$ cat src/rtl/sample_fifo_pkg.sv
// Sample-path constants shared by the sample FIFO and the AM modulator.
// Changing a width or level here retunes both blocks together.
package sample_fifo_pkg;

    localparam int SF_DATA_WIDTH  = 8;
    localparam int SF_ADDR_WIDTH  = 8;
    localparam int SF_AFULL_LEVEL = 192;

    typedef logic [SF_DATA_WIDTH-1:0] sf_sample_t;

endpackage

$ cat src/rtl/sample_fifo_ram.sv
// Simple dual-port RAM: synchronous write, registered synchronous read.
// The read register has a synchronous reset so the FIFO output starts at zero.
module sample_fifo_ram #(
    parameter int DATA_WIDTH = 8,
    parameter int ADDR_WIDTH = 8
) (
    input  logic                  i_clk,
    input  logic                  i_rst_n,
    input  logic                  i_wr_en,
    input  logic [ADDR_WIDTH-1:0] i_wr_addr,
    input  logic [DATA_WIDTH-1:0] i_wr_data,
    input  logic                  i_rd_en,
    input  logic [ADDR_WIDTH-1:0] i_rd_addr,
    output logic [DATA_WIDTH-1:0] o_rd_data
);

    logic [DATA_WIDTH-1:0] r_mem [0:(2**ADDR_WIDTH)-1];
    logic [DATA_WIDTH-1:0] r_rd_data;

    // Storage itself is never reset so it maps onto block RAM.
    always_ff @(posedge i_clk) begin
        if (i_wr_en) begin
            r_mem[i_wr_addr] <= i_wr_data;
        end
    end

    always_ff @(posedge i_clk) begin
        if (!i_rst_n) begin
            r_rd_data <= '0;
        end else if (i_rd_en) begin
            r_rd_data <= r_mem[i_rd_addr];
        end
    end

    assign o_rd_data = r_rd_data;

endmodule

$ cat src/rtl/sample_fifo.sv
// Synchronous sample FIFO between the sample source and the AM modulator,
// with registered status flags and sticky overflow/underflow indicators.
module sample_fifo
    import sample_fifo_pkg::*;
#(
    parameter int DATA_WIDTH  = SF_DATA_WIDTH,
    parameter int ADDR_WIDTH  = SF_ADDR_WIDTH,
    parameter int AFULL_LEVEL = SF_AFULL_LEVEL
) (
    input  logic                  clk,
    input  logic                  rst,
    input  logic [DATA_WIDTH-1:0] wr_data,
    input  logic                  write,
    output logic                  full,
    output logic                  almost_full,
    input  logic                  read,
    output logic [DATA_WIDTH-1:0] sample,
    output logic                  empty,
    output logic [ADDR_WIDTH:0]   count,
    output logic                  overflow,
    output logic                  underflow,
    input  logic                  clr_flags
);

    localparam int PW = ADDR_WIDTH + 1;
    localparam logic [PW-1:0] DEPTH_L = PW'(2 ** ADDR_WIDTH);
    localparam logic [PW-1:0] AFULL_L = PW'(AFULL_LEVEL);
    localparam logic [PW-1:0] ONE_L   = PW'(1);

    logic [PW-1:0] r_wr_ptr;
    logic [PW-1:0] r_rd_ptr;
    logic [PW-1:0] r_count;
    logic          r_full;
    logic          r_empty;
    logic          r_afull;
    logic          r_overflow;
    logic          r_underflow;

    logic          w_wr_acc;
    logic          w_rd_acc;
    logic [PW-1:0] w_wr_ptr_nxt;
    logic [PW-1:0] w_rd_ptr_nxt;
    logic [PW-1:0] w_count_nxt;

    // Handshake: write/read are one-cycle strobes; a strobe is accepted only when
    // the registered full/empty of that cycle allows it, otherwise it is dropped
    // and the matching sticky flag records the attempt.
    assign w_wr_acc = rst & write & ~r_full;
    assign w_rd_acc = rst & read & ~r_empty;

    assign w_wr_ptr_nxt = w_wr_acc ? r_wr_ptr + ONE_L : r_wr_ptr;
    assign w_rd_ptr_nxt = w_rd_acc ? r_rd_ptr + ONE_L : r_rd_ptr;
    assign w_count_nxt  = w_wr_ptr_nxt - w_rd_ptr_nxt;

    // Flags are computed from the next count so they line up with the registered count.
    always_ff @(posedge clk) begin
        if (!rst) begin
            r_wr_ptr    <= '0;
            r_rd_ptr    <= '0;
            r_count     <= '0;
            r_full      <= 1'b0;
            r_empty     <= 1'b1;
            r_afull     <= 1'b0;
            r_overflow  <= 1'b0;
            r_underflow <= 1'b0;
        end else begin
            r_wr_ptr    <= w_wr_ptr_nxt;
            r_rd_ptr    <= w_rd_ptr_nxt;
            r_count     <= w_count_nxt;
            r_full      <= (w_count_nxt == DEPTH_L);
            r_empty     <= (w_count_nxt == '0);
            r_afull     <= (w_count_nxt >= AFULL_L);
            r_overflow  <= (write & r_full) | (r_overflow & ~clr_flags);
            r_underflow <= (read & r_empty) | (r_underflow & ~clr_flags);
        end
    end

    sample_fifo_ram #(
        .DATA_WIDTH (DATA_WIDTH),
        .ADDR_WIDTH (ADDR_WIDTH)
    ) u_ram (
        .i_clk     (clk),
        .i_rst_n   (rst),
        .i_wr_en   (w_wr_acc),
        .i_wr_addr (r_wr_ptr[ADDR_WIDTH-1:0]),
        .i_wr_data (wr_data),
        .i_rd_en   (w_rd_acc),
        .i_rd_addr (r_rd_ptr[ADDR_WIDTH-1:0]),
        .o_rd_data (sample)
    );

    assign full        = r_full;
    assign empty       = r_empty;
    assign almost_full = r_afull;
    assign count       = r_count;
    assign overflow    = r_overflow;
    assign underflow   = r_underflow;

endmodule

$ cat config.mk
export PLATFORM = sky130hd
export DESIGN_NAME = sample_fifo
export DESIGN_NICKNAME = d
export VERILOG_FILES = /design/src/rtl/sample_fifo_pkg.sv /design/src/rtl/sample_fifo_ram.sv /design/src/rtl/sample_fifo.sv
export SDC_FILE = /design/constraint.sdc
export NUM_CORES = 2
export LEC_CHECK = 0
export ABC_CLOCK_PERIOD_IN_PS = 3400
export BUFFER_PORTS_ARGS = -buffer_cell sky130_fd_sc_hd__clkbuf_2
export CELL_PAD_IN_SITES_DETAIL_PLACEMENT = 0
export CELL_PAD_IN_SITES_GLOBAL_PLACEMENT = 2
export CORE_MARGIN = 3
export CORE_UTILIZATION = 25
export CTS_BUF_LIST = sky130_fd_sc_hd__clkbuf_2
export CTS_CLUSTER_DIAMETER = 100
export DETAILED_ROUTE_END_ITERATION = 12
export HOLD_SLACK_MARGIN = 0.06
export PLACE_DENSITY_LB_ADDON = 0.1
export SLEW_MARGIN = 10
export SYNTH_ARGS = -nofsm -noshare
export SYNTH_HDL_FRONTEND = slang
export SYNTH_HIERARCHICAL = 1
export SYNTH_SLANG_ARGS = --single-unit
export TNS_END_PERCENT = 10
$ cat constraint.sdc
create_clock -name clk -period 3.4 [get_ports clk]
set_input_delay 0.34 -clock clk [delete_from_list [all_inputs] [get_ports clk]]
set_output_delay 0.34 -clock clk [all_outputs]
set_load 0.005 [all_outputs]
After elaboration in Yosys (flattened, before gate mapping)
Memories as Yosys holds them, arrays and structs flattened. A register that Yosys moved wholly into a read port is not among the register bits.
Cells that the tools add are included.
{"block": "op_classes", "n_addsub": 3, "order_cmp": 1, "n_eq_ne": 1, "n_mux": 4, "bitwise_logic": 13, "reduce_logical": 2}
{"cell": "9-bit by 1-bit adder with 9-bit output, second input constant", "n": 2}
{"cell": "9-bit two-way mux", "n": 2}
{"cell": "9-bit equality test, second input constant", "n": 1}
{"cell": "9-bit by 8-bit >= comparator with 1-bit output, second input constant", "n": 1}
{"cell": "9-bit zero test", "n": 1}
{"cell": "9-bit subtractor", "n": 1}
{"cell": "1-bit AND", "n": 8}
{"cell": "1-bit NOT", "n": 3}
{"cell": "1-bit two-way mux", "n": 2}
{"cell": "1-bit OR", "n": 2}
{"cell": "1-bit zero test", "n": 1}
{"block": "word_totals", "regBits": 32, "ram_bits": 2048, "input_bits": 13, "output_inout_bits": 22, "n_memories": 1}
{"name": "u_ram.r_mem", "depth": 256, "word_bits": 8, "rd": 1, "rd_clocked_by_memory_dff": 1, "write_ports": 1, "line": "sample_fifo_ram.sv:17", "source": "logic [DATA_WIDTH-1:0] r_mem [0:(2**ADDR_WIDTH)-1];"}

Longest topological paths before layout
{"block": "logic_depth", "ltp_word": 5, "mapped_depth": 12, "ltp_nobuf": 12}

Hierarchy
The synthesis kept the hierarchy.
{"mod": "sample_fifo_ram", "n_inst": 1, "cells_per_inst": 3939, "area_each_um2": 80782.5, "seq_area_each_um2": 61659.1}
{"mod": "sample_fifo", "n_inst": 1, "cells_per_inst": 181, "area_each_um2": 1622.8, "seq_area_each_um2": 640.6}

Worst setup path after synthesis
No wires, ideal clock.
{"block": "synth_timing", "path_type": "flip-flop to flip-flop", "start": "register r_rd_ptr[0]", "end": "register r_afull (netlist: almost_full)", "setup_time_ns": 0.132, "arrival_ns": 2.911, "required_ns": 3.268, "setup_slack_ns": 0.357, "path_stages_with_launch": 12, "n_path_buf": 0, "period_less_slack_ns": 3.043, "cell_sequence": "dfxtp_1 -> ha_1 -> mux2i_1 -> inv_1 -> fa_1 -> inv_1 -> a21oi_1 -> o311ai_1 -> a31oi_1 -> maj3_1 -> xor2_1 -> a21oi_1"}
{"block": "synth_via", "elab_chain_cells": 4}
{"item": "start: declaration", "line": "sample_fifo.sv:31", "source": "logic [PW-1:0] r_rd_ptr;"}
{"item": "start signal: assignment", "line": "sample_fifo.sv:68", "source": "r_rd_ptr <= w_rd_ptr_nxt;"}
{"item": "9-bit by 1-bit adder with 9-bit output", "line": "sample_fifo.sv:52", "source": "assign w_rd_ptr_nxt = w_rd_acc ? r_rd_ptr + ONE_L : r_rd_ptr;"}
{"item": "9-bit two-way mux", "line": "sample_fifo.sv:52"}
{"item": "named net w_rd_ptr_nxt[1]", "line": "sample_fifo.sv:42", "source": "logic [PW-1:0] w_rd_ptr_nxt;"}
{"item": "9-bit subtractor", "line": "sample_fifo.sv:53", "source": "assign w_count_nxt = w_wr_ptr_nxt - w_rd_ptr_nxt;"}
{"item": "9-bit by 8-bit >= comparator with 1-bit output", "line": "sample_fifo.sv:72", "source": "r_afull <= (w_count_nxt >= AFULL_L);"}
{"item": "end signal: assignment", "line": "sample_fifo.sv:72"}
{"item": "end: declaration", "line": "sample_fifo.sv:35", "source": "logic r_afull;"}
The timed path passes the listed nets, and every way through them passes these cells.
A chain may end at the register's enable or synchronous reset.

==> results.yml <==
outcome:
  outcome: "completed"
worst_hold_path:
  hp-class: "in -> reg"
  min_path_cells: 8
drt:
  drtAntennaViolNets: 0
  wl_um: 308500
  post_drt_wl_per_cell_um: 30.65
  via_count: 46104
  firstDrtPassIters: 6
  via_per_inst: 4.579
  dr.first_iter.drc_count: 3735
  drc: 0
layout:
  fillers: 32580
  fin_nets: 5290
  stdcell_area_sq_um: 99180
  multi_input_area_sq_um: 18430
  regArea_sq_um: 62330
  fin_cells: 10068
  drive_gt1_frac: 0.3660
  areaGrowthSynthToFinish_pct: 20.35
  final_util: 0.3027
cts:
  cts-root-buf: "clkbuf_2"
  clk_pin_slew_worst_paths_ns: 0.10
  insertion_delay_ns: 2.07
  cts_tree: "built"
  clock_sinks: 2088
  cts_made_buffers: 595
  h-tree-depth: 6
  clk_path_buf_depth: 4
pwr:
  power.density_nw_per_um2: 509.4
  vdd_drop_max_uv: 255.1
  leakagePower_uw: 0.03215
grt:
  grt_pass1_vias: 48261
  grt_max_degree: 109
  grt_pass1_wl_um: 417000
  grt_overflow: 0
  track_usage: 0.1789
  antenna_found_initial: 23
worst_setup_path:
  path_class: "reg -> reg"
  max_stage_delay_ns: 0.64
  reg2reg_depth: 9
  worst-endpoint-required_ns: 5.31
  worstPathArrival_ns: 5.19
  cpMaxStageDelayCell: "mux4_1"
  crit_path_end_kind: "register"
  path_cells: "buf_12, buf_12, mux4_1, mux4_2, o2111ai_2, buf_4, nor3_2, buf_4, a221o_1"
  worstPathMaxFanout: 19
  rrSetupSlack_ns: 0.12
  critPathLaunchType: "register"
synth:
  synth_top_family_by_area: "multiplexers"
  ys_seq_elements: 2088
  ys_warn_count: 6
  synth_fa_ha_area_frac: 0.001579
  synthArstFlopShare: 0
  syn_area_sq_um: 82410
  synth-xor-area-share: 0.002338
  synth_compound_area_frac: 0.03618
  synth_edf_count: 2048
  synthMuxAreaShare: 0.1452
  synth_nets: 4142
  ys_types: 76
  seq_area_frac_synth: 0.7560
  synthCells: 4120
  synthFlopType: "edfxtp_1"
  syn_area_per_cell_sq_um: 20.00
  yosys.area_share.simple: 0.03472
run:
  drv_cap: 0
floorplan:
  pin_count: 35
  core_sq_um: 327700
  row_count: 210
  die-area_sq_um: 336500
  start_util: 0.2515
  fp.dieH_um: 580.1
  dieWidth_um: 580.1
place:
  routabilityCongestion: 0.7832
  numPortBuffers: 34
  dpl.hpwl_um: 204200
  placed_cells: 8955
  place_area_sq_um: 92530
timing:
  layout_min_cycle_time_ns: 3.279
  finalSetupViolCount: 0
  fin_skew_ns: 0.2297
  hold_viol: 0
  tightest_slew_ns: 1.018
  min_period_over_period: 0.9644
  drv_slew: 0
  relSlewSlack: 0.3141
  fmax_mhz: 305.0
[where the power goes]
group	internal (uW)	switching [uW]	leakage (uW)
registers	28200	36.6	0.0187
clock network	8130	11200	0.00414
logic	1230	1710	0.00927
[logic make-up (layout without fill, tap and decap cells)]
kind of cell / Yosys count / count (layout)
AO/OA/AOI/OAI: 421 / 421
XOR/XNOR: 22 / 22
adder cells (fa/ha/maj): 10 / 10
buffers and inverters: 260 / 1847
flip-flops: 2088 / 2088
multiplexers: 676 / 676
other: 0 / 15
AND/OR/NAND/NOR: 643 / 643
[cell type report]
class,count,area share
clock buffer,862,0.04350
tap,4346,0.05483
antenna,15,0.0003785
inverter,13,0.0005551
clock inverter,174,0.01258
timing repair buffer,798,0.07388
sequential,2088,0.6285
multi-input combinational,1772,0.1858
[synth_stat cells (40+ instances only)]
| cell | instances | area [sq um] |
|---|---|---|
| a21oi_1 | 49 | 245.2 |
| a22oi_1 | 50 | 375.4 |
| o21ai_0 | 43 | 215.2 |
| clkbuf_1 | 87 | 326.6 |
| mux2i_1 | 282 | 2823 |
| mux4_1 | 78 | 2049 |
| o22ai_1 | 97 | 606.8 |
| dfxtp_1 | 40 | 800.8 |
| nor2_1 | 311 | 1167 |
| nand3_1 | 56 | 280.3 |
| buf_2 | 50 | 250.2 |
| mux4_2 | 314 | 7072 |
| edfxtp_1 | 2048 | 61500 |
| o221ai_1 | 47 | 411.6 |
| nand2_1 | 133 | 499.2 |
[layer usage]
metal	share of wire	vias to the layer above	GRT usage
li1	-	19767	-
met1	0.47	24694	0.2518
met2	0.47	1224	0.2887
met3	0.041	409	0.02781
met4	0.020	10	0.04330
met5	0.00020	-	0
[critical path, delay by kind of cell (launching register included)]
family / cells / cell delay [ns]
multiplexers: 2 / 1.22
buffers and inverters: 4 / 0.73
flip-flops: 1 / 0.50
AND/OR/NAND/NOR: 1 / 0.07
AO/OA/AOI/OAI: 2 / 0.57
[flip-flops by register name, summed over array words and instances, names as in the netlist]
name	cells
r_rd_ptr	9
u_ram/o_rd_data	8
empty	1
r_wr_ptr	9
underflow	1
overflow	1
count	9
u_ram/r_mem	2048
full	1
almost_full	1
[layout by cell type, fill, tap and decap left out, types with 13 or more instances in the layout]
cell type         n
o221ai_1         46
a2111oi_0        13
and2_1           16
buf_12           76
buf_4           625
nand2_1         132
mux4_2          316
nor2_1          307
nor2b_1          13
nand4_1          22
nand3_1          50
diode_2          15
a31oi_1          17
mux4_1           76
o21ai_0          42
clkinv_2         15
clkinv_1        102
clkbuf_2        888
edfxtp_1       2048
o22ai_1          96
a22oi_1          50
nor3_1           32
clkinvlp_4       16
a21oi_1          48
bufinv_16        17
a211oi_1         33
dlygate4sd3_1    43
dfxtp_1          27
mux2i_1         278
xnor2_1          13
[stage by stage]
step | worst slack [ns] | hold WS (ns) | power, uW | TNS, ns
final | 0.1209 | 0.4690 | 50520 | 0
after global routing | -0.009021 | 0.2961 | 53110 | -0.009021
after CTS | -0.06789 | 0.09001 | 51590 | -0.1240
after detailed placement | -1.035 | 0.4855 | 31750 | -3.107
after global placement | -1.015 | 0.4785 | 31750 | -3.440
after floorplan | 0.3567 | 0.4389 | 30400 | 0
[path summary, 6_finish.rpt]
path                                from                         endpoint
setup / recovery  r_rd_ptr[0]$_SDFF_PN0_  u_ram/o_rd_data[7]$_SDFFE_PN0P_
hold / removal                     write           r_wr_ptr[0]$_SDFF_PN0_
setup reg to reg  r_rd_ptr[0]$_SDFF_PN0_  u_ram/o_rd_data[7]$_SDFFE_PN0P_
hold reg to reg   r_rd_ptr[8]$_SDFF_PN0_           r_rd_ptr[8]$_SDFF_PN0_
[repair_timing]
item / CTS / global route
setup endpoints to repair: 17 / 14
gates resized for setup: 40 / 22
hold buffers: 51 / 0
pin swaps: 0 / 1
hold endpoints to repair: 4136 / 0
cloned: 0 / 3
setup buffers: 1 / 8
No activity file was read; power rests on OpenSTA's default activity.
